===== src/rtl/fractal_sync_pkg.sv =====
// Shared fractal-sync types and helpers: level-base encoding and the CAM line record.
// CAM line fields are sized for the widest supported configuration; unused upper bits stay zero.
package fractal_sync_pkg;

  localparam int unsigned CAM_SIG_MAX_W = 16;
  localparam int unsigned CAM_AGE_MAX_W = 16;

  typedef struct packed {
    logic                     valid;
    logic [CAM_SIG_MAX_W-1:0] sig;
    logic [CAM_AGE_MAX_W-1:0] age;
  } cam_line_t;

  // Base signature of a tree level; a level that cannot fit returns an out-of-range base.
  function automatic int unsigned level_base(input int unsigned level, input int unsigned sig_width);
    int unsigned b;
    int unsigned r;
    if (level >= sig_width) return 32'(1) << sig_width;
    b = 32'(1) << level;
    r = b;
    for (int unsigned s = 3; s < 32; s += 3) r = r | (b >> s);
    return r & ~32'd1;
  endfunction

endpackage


===== src/rtl/fractal_sync_sig_enc.sv =====
// Combinational (level, id) -> signature encoder with range check.
module fractal_sync_sig_enc
  import fractal_sync_pkg::*;
#(
  parameter int unsigned LEVEL_WIDTH = 1,
  parameter int unsigned ID_WIDTH    = 1,
  parameter int unsigned N_SIG       = 4,
  parameter int unsigned SIG_WIDTH   = 2
) (
  input  logic [LEVEL_WIDTH-1:0] level_i,
  input  logic [ID_WIDTH-1:0]    id_i,
  output logic [SIG_WIDTH-1:0]   sig_c,
  output logic                   valid_c
);

  logic [32:0] sig_full;

  // Full-width sum so an overflowing level/id never aliases into a legal signature.
  always_comb begin
    sig_full = 33'(level_base(32'(level_i), SIG_WIDTH)) + 33'(id_i);
    sig_c    = SIG_WIDTH'(sig_full);
    valid_c  = (sig_full <= 33'(N_SIG - 1));
  end

endmodule


===== src/rtl/fractal_sync_np_remote_cam.sv =====
// N-port fractal-sync remote CAM: pairs same-signature requests per cycle and parks leftovers in a CAM.
// Stale-line eviction is compiled in with `define FRACTAL_SYNC_CAM_TIMEOUT_EN.
module fractal_sync_np_remote_cam
  import fractal_sync_pkg::*;
#(
  parameter int unsigned N_PORTS        = 2,
  parameter int unsigned LEVEL_WIDTH    = 1,
  parameter int unsigned ID_WIDTH       = 1,
  parameter int unsigned N_LINES        = 4,
  parameter int unsigned TIMEOUT_CYCLES = 1024,
  localparam int unsigned N_SIG     = 4 * (2 ** (ID_WIDTH + 2) - 1) / 6,
  localparam int unsigned SIG_WIDTH = $clog2(N_SIG),
  localparam int unsigned OCC_WIDTH = $clog2(N_LINES + 1)
) (
  input  logic                   clk_i,
  input  logic                   rst_ni,
  input  logic [LEVEL_WIDTH-1:0] level_i [N_PORTS],
  input  logic [ID_WIDTH-1:0]    id_i    [N_PORTS],
  input  logic [N_PORTS-1:0]     check_i,
  output logic [N_PORTS-1:0]     ready_o,
  output logic [N_PORTS-1:0]     rsp_valid_o,
  output logic [N_PORTS-1:0]     present_o,
  output logic [N_PORTS-1:0]     bypass_o,
  output logic [N_PORTS-1:0]     sig_err_o,
  output logic [OCC_WIDTH-1:0]   occupancy_o,
  output logic                   full_o,
  output logic                   timeout_o,
  output logic [SIG_WIDTH-1:0]   timeout_sig_o
);

  if (N_PORTS < 2) begin : g_chk_ports
    $error("N_PORTS must be at least 2");
  end
  if (N_LINES < N_PORTS) begin : g_chk_lines
    $error("N_LINES must be at least N_PORTS");
  end
  if (TIMEOUT_CYCLES < 1 || TIMEOUT_CYCLES >= 2 ** CAM_AGE_MAX_W) begin : g_chk_timeout
    $error("TIMEOUT_CYCLES out of range");
  end
  if (SIG_WIDTH > CAM_SIG_MAX_W) begin : g_chk_sig
    $error("SIG_WIDTH exceeds CAM line signature field");
  end

  logic [SIG_WIDTH-1:0] sig [N_PORTS];
  logic [N_PORTS-1:0]   sig_ok;
  logic [N_PORTS-1:0]   pair_c;
  logic [N_PORTS-1:0]   hit_c;
  logic [N_PORTS-1:0]   accept;
  logic [N_LINES-1:0]   hit_mask;
  logic [N_LINES-1:0]   alloc_mask;
  logic [OCC_WIDTH-1:0] n_hit;
  logic [OCC_WIDTH-1:0] n_alloc;
  logic [OCC_WIDTH-1:0] occ_d;
  cam_line_t            lines_q [N_LINES];
  cam_line_t            lines_d [N_LINES];

`ifdef FRACTAL_SYNC_CAM_TIMEOUT_EN
  localparam logic [CAM_AGE_MAX_W-1:0] AGE_MAX  = CAM_AGE_MAX_W'(TIMEOUT_CYCLES);
  localparam logic [CAM_AGE_MAX_W-1:0] AGE_ELIG = CAM_AGE_MAX_W'(TIMEOUT_CYCLES - 1);
  logic                 evict;
  logic [SIG_WIDTH-1:0] evict_sig;
`endif

  for (genvar p = 0; p < N_PORTS; p++) begin : g_enc
    fractal_sync_sig_enc #(
      .LEVEL_WIDTH (LEVEL_WIDTH),
      .ID_WIDTH    (ID_WIDTH),
      .N_SIG       (N_SIG),
      .SIG_WIDTH   (SIG_WIDTH)
    ) u_sig_enc (
      .level_i (level_i[p]),
      .id_i    (id_i[p]),
      .sig_c   (sig[p]),
      .valid_c (sig_ok[p])
    );
  end

  // Port resolution in ascending order: pair, then CAM hit, then allocate into a free line.
  always_comb begin
    logic lower_odd;
    logic higher_any;
    logic found;
    lower_odd  = 1'b0;
    higher_any = 1'b0;
    found      = 1'b0;
    lines_d    = lines_q;
    ready_o    = '0;
    pair_c     = '0;
    hit_c      = '0;
    hit_mask   = '0;
    alloc_mask = '0;
    n_hit      = '0;
    n_alloc    = '0;
`ifdef FRACTAL_SYNC_CAM_TIMEOUT_EN
    evict      = 1'b0;
    evict_sig  = '0;
    for (int unsigned l = 0; l < N_LINES; l++) begin
      if (lines_q[l].valid && lines_q[l].age < AGE_MAX)
        lines_d[l].age = lines_q[l].age + CAM_AGE_MAX_W'(1);
    end
`endif
    for (int unsigned p = 0; p < N_PORTS; p++) begin
      // Own check is never consulted, so a port's readiness cannot loop through its own valid.
      lower_odd  = 1'b0;
      higher_any = 1'b0;
      for (int unsigned q = 0; q < N_PORTS; q++) begin
        if (q != p && check_i[q] && sig_ok[q] && sig[q] == sig[p]) begin
          if (q < p) lower_odd = ~lower_odd;
          else       higher_any = 1'b1;
        end
      end
      found = 1'b0;
      if (!sig_ok[p]) begin
        ready_o[p] = 1'b1;
      end else if (lower_odd || higher_any) begin
        ready_o[p] = 1'b1;
        pair_c[p]  = 1'b1;
      end else begin
        for (int unsigned l = 0; l < N_LINES; l++) begin
          if (!found && lines_q[l].valid && lines_q[l].sig == CAM_SIG_MAX_W'(sig[p])) begin
            found      = 1'b1;
            ready_o[p] = 1'b1;
            hit_c[p]   = 1'b1;
            if (check_i[p]) begin
              lines_d[l].valid = 1'b0;
              hit_mask[l]      = 1'b1;
              n_hit            = n_hit + OCC_WIDTH'(1);
            end
          end
        end
        // Lines freed by a hit this cycle are still valid in lines_q, so they are not reused yet.
        for (int unsigned l = 0; l < N_LINES; l++) begin
          if (!found && !lines_q[l].valid && !alloc_mask[l]) begin
            found      = 1'b1;
            ready_o[p] = 1'b1;
            if (check_i[p]) begin
              lines_d[l]    = '{valid: 1'b1, sig: CAM_SIG_MAX_W'(sig[p]), age: '0};
              alloc_mask[l] = 1'b1;
              n_alloc       = n_alloc + OCC_WIDTH'(1);
            end
          end
        end
      end
    end
`ifdef FRACTAL_SYNC_CAM_TIMEOUT_EN
    // One eviction per cycle, lowest line first; a same-cycle hit takes precedence.
    for (int unsigned l = 0; l < N_LINES; l++) begin
      if (!evict && lines_q[l].valid && !hit_mask[l] && lines_q[l].age >= AGE_ELIG) begin
        evict            = 1'b1;
        evict_sig        = SIG_WIDTH'(lines_q[l].sig);
        lines_d[l].valid = 1'b0;
      end
    end
    occ_d = occupancy_o - n_hit - OCC_WIDTH'(evict) + n_alloc;
`else
    occ_d = occupancy_o - n_hit + n_alloc;
`endif
  end

  assign accept = check_i & ready_o;

  always_ff @(posedge clk_i or negedge rst_ni) begin
    if (!rst_ni) begin
      for (int unsigned l = 0; l < N_LINES; l++) lines_q[l] <= '0;
      occupancy_o <= '0;
      full_o      <= 1'b0;
      rsp_valid_o <= '0;
      present_o   <= '0;
      bypass_o    <= '0;
      sig_err_o   <= '0;
    end else begin
      lines_q     <= lines_d;
      occupancy_o <= occ_d;
      full_o      <= (occ_d == OCC_WIDTH'(N_LINES));
      rsp_valid_o <= accept;
      present_o   <= accept & sig_ok & (pair_c | hit_c);
      bypass_o    <= accept & sig_ok & pair_c;
      sig_err_o   <= accept & ~sig_ok;
    end
  end

`ifdef FRACTAL_SYNC_CAM_TIMEOUT_EN
  always_ff @(posedge clk_i or negedge rst_ni) begin
    if (!rst_ni) begin
      timeout_o     <= 1'b0;
      timeout_sig_o <= '0;
    end else begin
      timeout_o     <= evict;
      timeout_sig_o <= evict_sig;
    end
  end
`else
  assign timeout_o     = 1'b0;
  assign timeout_sig_o = '0;
`endif

endmodule


===== config.mk =====
export PLATFORM = sky130hd
export DESIGN_NAME = fractal_sync_np_remote_cam
export DESIGN_NICKNAME = d
export VERILOG_FILES = /design/src/rtl/fractal_sync_pkg.sv /design/src/rtl/fractal_sync_sig_enc.sv /design/src/rtl/fractal_sync_np_remote_cam.sv
export SDC_FILE = /design/constraint.sdc
export NUM_CORES = 1
export LEC_CHECK = 0
export ABC_CLOCK_PERIOD_IN_PS = 7000
export BUFFER_PORTS_ARGS = -buffer_cell sky130_fd_sc_hd__clkbuf_2
export CORE_UTILIZATION = 55
export DETAILED_ROUTE_END_ITERATION = 16
export GPL_TIMING_DRIVEN = 1
export PLACE_DENSITY_LB_ADDON = 0.15
export SLEW_MARGIN = 20
export SYNTH_ARGS = -nofsm -noshare
export SYNTH_HDL_FRONTEND = slang
export SYNTH_HIERARCHICAL = 1
export SYNTH_SLANG_ARGS = --single-unit

===== constraint.sdc =====
create_clock -name clk_i -period 7 [get_ports clk_i]
set_input_delay 1.05 -clock clk_i [delete_from_list [all_inputs] [get_ports clk_i]]
set_output_delay 1.05 -clock clk_i [all_outputs]
set_load 0.01 [all_outputs]

==> results.ini, run 1 <==
[floorplanning]
floorplan.core_area_um2 = 7810
row_count = 32
die_area_um2 = 8530
start_util = 0.575
top_level_ports = 25
die_h_um = 92.4
die-width_um = 92.4

[cts]
clkLatencyLatePin_ns = 0.35
tritoncts = done
clockBufferDepth = 2
clkSlewWorstSetupHoldPaths_ns = 0.09
cts-root-buf = sky130_fd_sc_hd__clkbuf_8
numClockSinks = 80
numCtsBuffers = 9
postCtsHoldBufs = 0
htreeDepth = 3

[power_and_ir_drop]
net-switching-power_w = 0.000829
switching_share = 0.402
combPwrFrac = 0.536
post-layout-total-power_w = 0.00206
power-per-cell-area_nw_per_um2 = 383
power.share.clock = 0.191
peakVddDrop_mv = 0.256
power_frac_seq = 0.273
internal-power_w = 0.00123
p_leak_nw = 2.53

[synth]
synth-seq-cells = 80
synth_warnings = 6
post_synth_num_cell_types = 63
syn_area_per_cell_um2 = 10.1
synth-edff-count = 0
netlist_area_um2 = 4490
synth_flop_cell = sky130_fd_sc_hd__dfrtp_1
synth_top_area_frac = 0.446
ys_top_cells_by_area = sky130_fd_sc_hd__dfrtp_1 (45%), sky130_fd_sc_hd__and2_1 (6.5%), sky130_fd_sc_hd__ha_1 (3.9%), sky130_fd_sc_hd__xnor2_1 (3.5%), sky130_fd_sc_hd__nor2_1 (2.8%)
synth_top_area_cell = sky130_fd_sc_hd__dfrtp_1
synth_seq_area_share = 0.446
postSynthCellCount = 446
async_flop_share = 1.00

[cells_and_area]
n_antenna_cell = 0
drive_gt1_frac = 0.274
final_net_count = 516
mostFrequentLayoutCell = sky130_fd_sc_hd__dfrtp_1
layout-area-overhead-vs-synth_pct = 20.0
mostFrequentLayoutCells = sky130_fd_sc_hd__dfrtp_1 (80), sky130_fd_sc_hd__and2_1 (45), sky130_fd_sc_hd__buf_4 (40)
layout.cell_area.non_filler_um2 = 5390

[timing]
timing.max_slew.rel_slack = 0.453
worst_pin_slew_ns = 0.820
finalHoldViolCount = 0
fin_crit_share = 0.974
max_freq_mhz = 147
whs_ns = 0.492
timing.final.crit_period_ns = 6.82
drv_slew = 0
timing.final.ws_setup_ns = 0.179
finalSetupViolCount = 0
clock_skew_ns = 0.0130

[critical_path]
timing.critical_path.from_type = flip-flop
worstPathArrival_ns = 7.10
capturing_element_type_of_the_critical_path = flip-flop
worstPathRequired_ns = 7.28
launching_instance_or_port_of_the_critical_path = lines_q[124]
crit_path_class = reg -> reg
cell_seen_most_often_among_critical_path_stages = sky130_fd_sc_hd__ha_4
r2r-start = lines_q[124]
cp_slowest_cell = sky130_fd_sc_hd__fa_1
worstPathMaxFanout = 3
slowest_delay_ns = 0.48

[grt]
grt_first_pass_wirelength_um = 16400
groute.layer.met3.usage = 0.0484
global_route.peak_usage_layer = met2
groute.layer.met1.usage = 0.352
grt.met2_usage = 0.376
grt.overflow.total = 0
grt_pass1_vias = 3411
gr-usage-all-layers = 0.246
antenna_found_initial = 0
pin_count_of_the_biggest_net_entering_global_routing = 81

[routing]
detail_route.first_pass.iterations = 5
route.vias.total = 3507
ant_nets = 0
drc = 0
drt_iter0_markers = 255
routed_via_density = 5.85
detail_route.wl_per_cell_um = 16.9
routed_wirelength_um = 10100

[flow_run]
maxCapViolCount = 0

[min_path]
worst_hold_startpoint = lines_q[91]
holdCritPathClass = reg -> reg

[placed_design]
detail_placement_hpwl_um = 7130
gpl.final_weighted_congestion = 0.922
dpl_cell_area_um2 = 4960
preCtsSetupSlack_ns = -0.341
io_buffer_count = 21

[run_status]
outcome = complete, no violations

-- power groups by stage --
stage	combinational (W)	clock, W	sequential, W
4_1_cts	0.00102	0.000404	0.000559
6_report	0.00111	0.000394	0.000564
3_3_place_gp	0.000992	0	0.000567
2_1_floorplan	0.000697	0	0.000568
5_1_grt	0.00120	0.000421	0.000570
3_5_place_dp	0.00101	0	0.000569
-- synthesized netlist by cell type, drive strengths merged, types with 12 or more instances --
cell and number:
nand2 26, ha 14, nor2 34, o21ai 14, inv 15, buf 18, and3 15, clkbuf 12
xnor2 18, dfrtp 80, a21oi 16, and2 48, nor3 14
-- cell type report --
class                      instances  area (µm²)
inverter                          15        56.3
fill                             610        2420
timing repair buffer              61         428
sequential                        80        2000
multi-input combinational        325        2550
clock buffer                       9         124
tap                              102         128
clock inverter                     7         108
-- through the flow --
| step | std cells | util | setup TNS (ns) |
|---|---|---|---|
| global route | 599 | 0.691 | -0.0405 |
| global placement | 580 | 0.635 | -0.205 |
| CTS | 596 | 0.666 | 0 |
| floorplan | 450 | - | -0.253 |
| detailed placement | 580 | 0.635 | -0.539 |
| finish | 599 | 0.691 | 0 |
-- worst max-delay path, delay by kind of cell, from the launching register on --
family / cells / cell delay, ns
compound gates: 5 / 1.28
xor+xnor: 3 / 0.56
fa+ha+maj: 8 / 2.08
buf+inv: 3 / 0.25
flops: 1 / 0.42
mux: 4 / 0.99
simple gates: 5 / 1.16
-- registers in the layout (all words and copies together) (netlist names) --
name	cells
full_o	1
present_o	2
sig_err_o	2
rsp_valid_o	2
bypass_o	2
occupancy_o	3
lines_q	68
-- metal layers --
layer,vias up,part of all wire
li1,1634,-
met1,1721,0.46
met2,125,0.46
met3,27,0.054
met4,0,0.025
met5,-,0
-- what timing repair did --
action,CTS,global route
setup buffers,0,5
pin swaps,0,34
gates resized for setup,1,35
endpoints found under the setup margin,1,2
-- worst paths after layout --
path                       slack (ns)            to  depth (start not counted)
setup / recovery                 0.18        full_o                         28
hold / removal                   0.49   lines_q[91]                          1
setup reg to reg                 0.18        full_o                         28
hold reg to reg                  0.49   lines_q[91]                          1
max in group asynchronous        5.80   lines_q[82]                          1
min in group asynchronous        0.72  lines_q[124]                          1
-- cell families after synthesis --
| group | share of synthesized area |
|---|---|
| simple gates | 0.256 |
| flops | 0.446 |
| compound gates | 0.0964 |
| buf+inv | 0.0518 |
| xor+xnor | 0.0557 |
| mux | 0.0423 |
| fa+ha+maj | 0.0501 |
| other cells | 0.00251 |
Note: power is estimated with default switching activity, not from simulation.
==> inputs of run 2 (changes only) <==
--- a/config.mk
+++ b/config.mk
@@ -7,7 +7,7 @@
 export LEC_CHECK = 0
 export ABC_CLOCK_PERIOD_IN_PS = 7000
 export BUFFER_PORTS_ARGS = -buffer_cell sky130_fd_sc_hd__clkbuf_2
-export CORE_UTILIZATION = 55
+export CORE_UTILIZATION = 45
 export DETAILED_ROUTE_END_ITERATION = 16
 export GPL_TIMING_DRIVEN = 1
 export PLACE_DENSITY_LB_ADDON = 0.15
==> run 2 against run 1 <==
Critical path depth stayed put. Hold slack worse by 0.0033 ns. Final area is 3.2% lower. Die area is 22% higher. Count of clock-buffer cells in the layout stayed put. Largest cell class unchanged. Clock skew is 0.0044 ns lower. Maximum frequency is 0.56% lower. Critical endpoint unchanged. Cell count is 4.3% higher. Clock power is 11% lower. Sequential power is 0.9% lower. Wire length is 2.2% lower. Via count is 4.7% lower.
==> results.ini, run 2 (synthesis gave the netlist of run 1 again) <==
[run_status]
outcome = complete, no violations

[timing]
whs_ns = 0.489
setup_tns_ns = 0
timing.max_slew.rel_slack = 0.443
drv_slew = 0
finalHoldViolCount = 0
clock_skew_ns = 0.00860
timing.final.crit_period_ns = 6.86
finalSetupViolCount = 0
worst_pin_slew_ns = 0.832
rsz0062_at_grt = true
fin_crit_share = 0.980
max_freq_mhz = 146

[floorplanning]
row_count = 36
start_util = 0.462
floorplan.core_area_um2 = 9730
top_level_ports = 25
die_area_um2 = 10400
die-width_um = 102
die_h_um = 102

[power_and_ir_drop]
p_leak_nw = 2.46
peakVddDrop_mv = 0.173
internal-power_w = 0.00117
combPwrFrac = 0.540
power-per-cell-area_nw_per_um2 = 379
power_frac_seq = 0.282
switching_share = 0.409
net-switching-power_w = 0.000809
power.share.clock = 0.178

[routing]
routed_wirelength_um = 9910
ant_nets = 0
drc = 0
drt_iter0_markers = 237
routed_via_density = 5.35
detail_route.wl_per_cell_um = 15.8
detail_route.first_pass.iterations = 4
route.vias.total = 3342

[grt]
gr-usage-all-layers = 0.213
grt_pass1_vias = 3270
global_route.peak_usage_layer = met1
grt.met2_usage = 0.307
grt_first_pass_wirelength_um = 16700
groute.layer.met3.usage = 0.0513
antenna_found_initial = 0
grt.overflow.total = 0
pin_count_of_the_biggest_net_entering_global_routing = 81
groute.layer.met1.usage = 0.309

[flow_run]
maxCapViolCount = 0

[cells_and_area]
largest_reg_flops = 68
final_cells = 625
layout.area.seq_um2 = 2000
biggest_regs = lines_q x68, occupancy_o x3
drive_gt1_frac = 0.236
mostFrequentLayoutCells = sky130_fd_sc_hd__dfrtp_1 (80), sky130_fd_sc_hd__and2_1 (46), sky130_fd_sc_hd__buf_4 (36)
layout-area-overhead-vs-synth_pct = 16.2
regMostFlops = lines_q
n_antenna_cell = 0
fill_cells = 876
final_net_count = 511
mostFrequentLayoutCell = sky130_fd_sc_hd__dfrtp_1
multi_input_comb_area_um2 = 2410

[cts]
postCtsHoldBufs = 0
clkLatencyLatePin_ns = 0.37
cts-root-buf = sky130_fd_sc_hd__clkbuf_8
clkSlewWorstSetupHoldPaths_ns = 0.09
htreeDepth = 3
numCtsBuffers = 9
clockBufferDepth = 2
tritoncts = done
numClockSinks = 80

[critical_path]
worstPathArrival_ns = 7.16
worstPathMaxFanout = 7
crit_path_class = in -> reg
capturing_element_type_of_the_critical_path = flip-flop
timing.critical_path.from_type = primary input
worstPathRequired_ns = 7.30

[placed_design]
detail_placement_hpwl_um = 7400
gpl.final_weighted_congestion = 0.965
io_buffer_count = 21
dpl.cell_count = 608

[min_path]
holdCritPathClass = reg -> reg

## run 2: cell types whose count changed in the layout (fill, tap and decap cells not counted), moves of 2 or more
| cell | before | now |
|---|---|---|
| sky130_fd_sc_hd__inv_1 | 12 | 14 |
| sky130_fd_sc_hd__inv_2 | 3 | 1 |
| sky130_fd_sc_hd__clkinv_4 | 0 | 2 |
| sky130_fd_sc_hd__ha_4 | 6 | 4 |
| sky130_fd_sc_hd__ha_1 | 8 | 10 |
| sky130_fd_sc_hd__o21ai_0 | 11 | 13 |
| sky130_fd_sc_hd__nor3_1 | 9 | 11 |
| sky130_fd_sc_hd__o21ai_1 | 3 | 1 |
| sky130_fd_sc_hd__buf_4 | 40 | 36 |
| sky130_fd_sc_hd__nor4_1 | 4 | 8 |
| sky130_fd_sc_hd__xor2_1 | 5 | 7 |
| sky130_fd_sc_hd__nor4_4 | 4 | 1 |
| sky130_fd_sc_hd__nor3_2 | 3 | 1 |
## run 2: per-stage QoR
| step | total power, W | cell area, µm² | utilization | setup slack [ns] |
|---|---|---|---|---|
| 3_3_place_gp | 0.00157 | 4980 | 0.512 | -0.160 |
| 5_1_grt | 0.00212 | 5220 | 0.536 | -0.124 |
| 3_5_place_dp | 0.00160 | 4980 | 0.512 | -0.331 |
| 2_1_floorplan | 0.00126 | 4640 | - | -0.245 |
| 4_1_cts | 0.00195 | 5180 | 0.533 | 0.0298 |
| 6_report | 0.00198 | 5220 | 0.536 | 0.141 |
## run 2: what timing repair did
item                       in CTS  in global routing
buffers inserted                0                  1
setup endpoints to repair       0                  2
gates resized for setup         0                  9
## run 2: worst paths after layout
check	from	end	slack, ns	cells past startpoint
setup reg to reg	lines_q[124]	full_o	0.22	28
setup / recovery	id_i[1]	full_o	0.14	28
min in group asynchronous	rst_ni	lines_q[52]	0.71	1
hold / removal	lines_q[128]	lines_q[128]	0.49	1
max in group asynchronous	rst_ni	lines_q[18]	5.81	1
hold reg to reg	lines_q[128]	lines_q[128]	0.49	1
## run 2: area by class of cell
cell class                 instances  share of cell area
tap                              133              0.0319
sequential                        80               0.384
multi-input combinational        325               0.462
timing repair buffer              56              0.0722
clock inverter                     7              0.0153
clock buffer                       9              0.0237
inverter                          15              0.0108
## run 2: power by group through the flow
stage	registers, W	logic [W]	clock network [W]
after floorplan	0.000568	0.000697	0
after global placement	0.000568	0.00101	0
after detailed placement	0.000569	0.00103	0
after CTS	0.000559	0.00103	0.000361
after global routing	0.000567	0.00118	0.000379
final	0.000559	0.00107	0.000352
## run 2: worst max-delay path: stages
cell	delay (ns)
sky130_fd_sc_hd__buf_2	0.17
sky130_fd_sc_hd__xnor2_2	0.17
sky130_fd_sc_hd__nand2_2	0.10
sky130_fd_sc_hd__o22ai_4	0.24
sky130_fd_sc_hd__and2_4	0.19
sky130_fd_sc_hd__ha_4	0.13
sky130_fd_sc_hd__inv_2	0.03
sky130_fd_sc_hd__nor3_2	0.16
sky130_fd_sc_hd__ha_1	0.14
sky130_fd_sc_hd__inv_1	0.04
sky130_fd_sc_hd__a2111o_1	0.34
sky130_fd_sc_hd__a2111oi_4	0.41
sky130_fd_sc_hd__ha_1	0.29
sky130_fd_sc_hd__mux2_4	0.29
sky130_fd_sc_hd__ha_4	0.21
sky130_fd_sc_hd__mux2_4	0.29
sky130_fd_sc_hd__ha_4	0.22
sky130_fd_sc_hd__mux2_4	0.28
sky130_fd_sc_hd__ha_4	0.21
sky130_fd_sc_hd__a221oi_2	0.25
sky130_fd_sc_hd__a21oi_2	0.09
sky130_fd_sc_hd__fa_1	0.46
sky130_fd_sc_hd__fa_2	0.36
sky130_fd_sc_hd__xor2_2	0.15
sky130_fd_sc_hd__xnor2_1	0.17
sky130_fd_sc_hd__xnor3_1	0.26
sky130_fd_sc_hd__or3_1	0.32
sky130_fd_sc_hd__mux2i_1	0.12
## run 2: routing by layer
layer  up-vias  share of wire
met4         0          0.021
met2        97           0.43
met1      1599           0.49
met5         -              0
met3        19          0.059
li1       1627              -
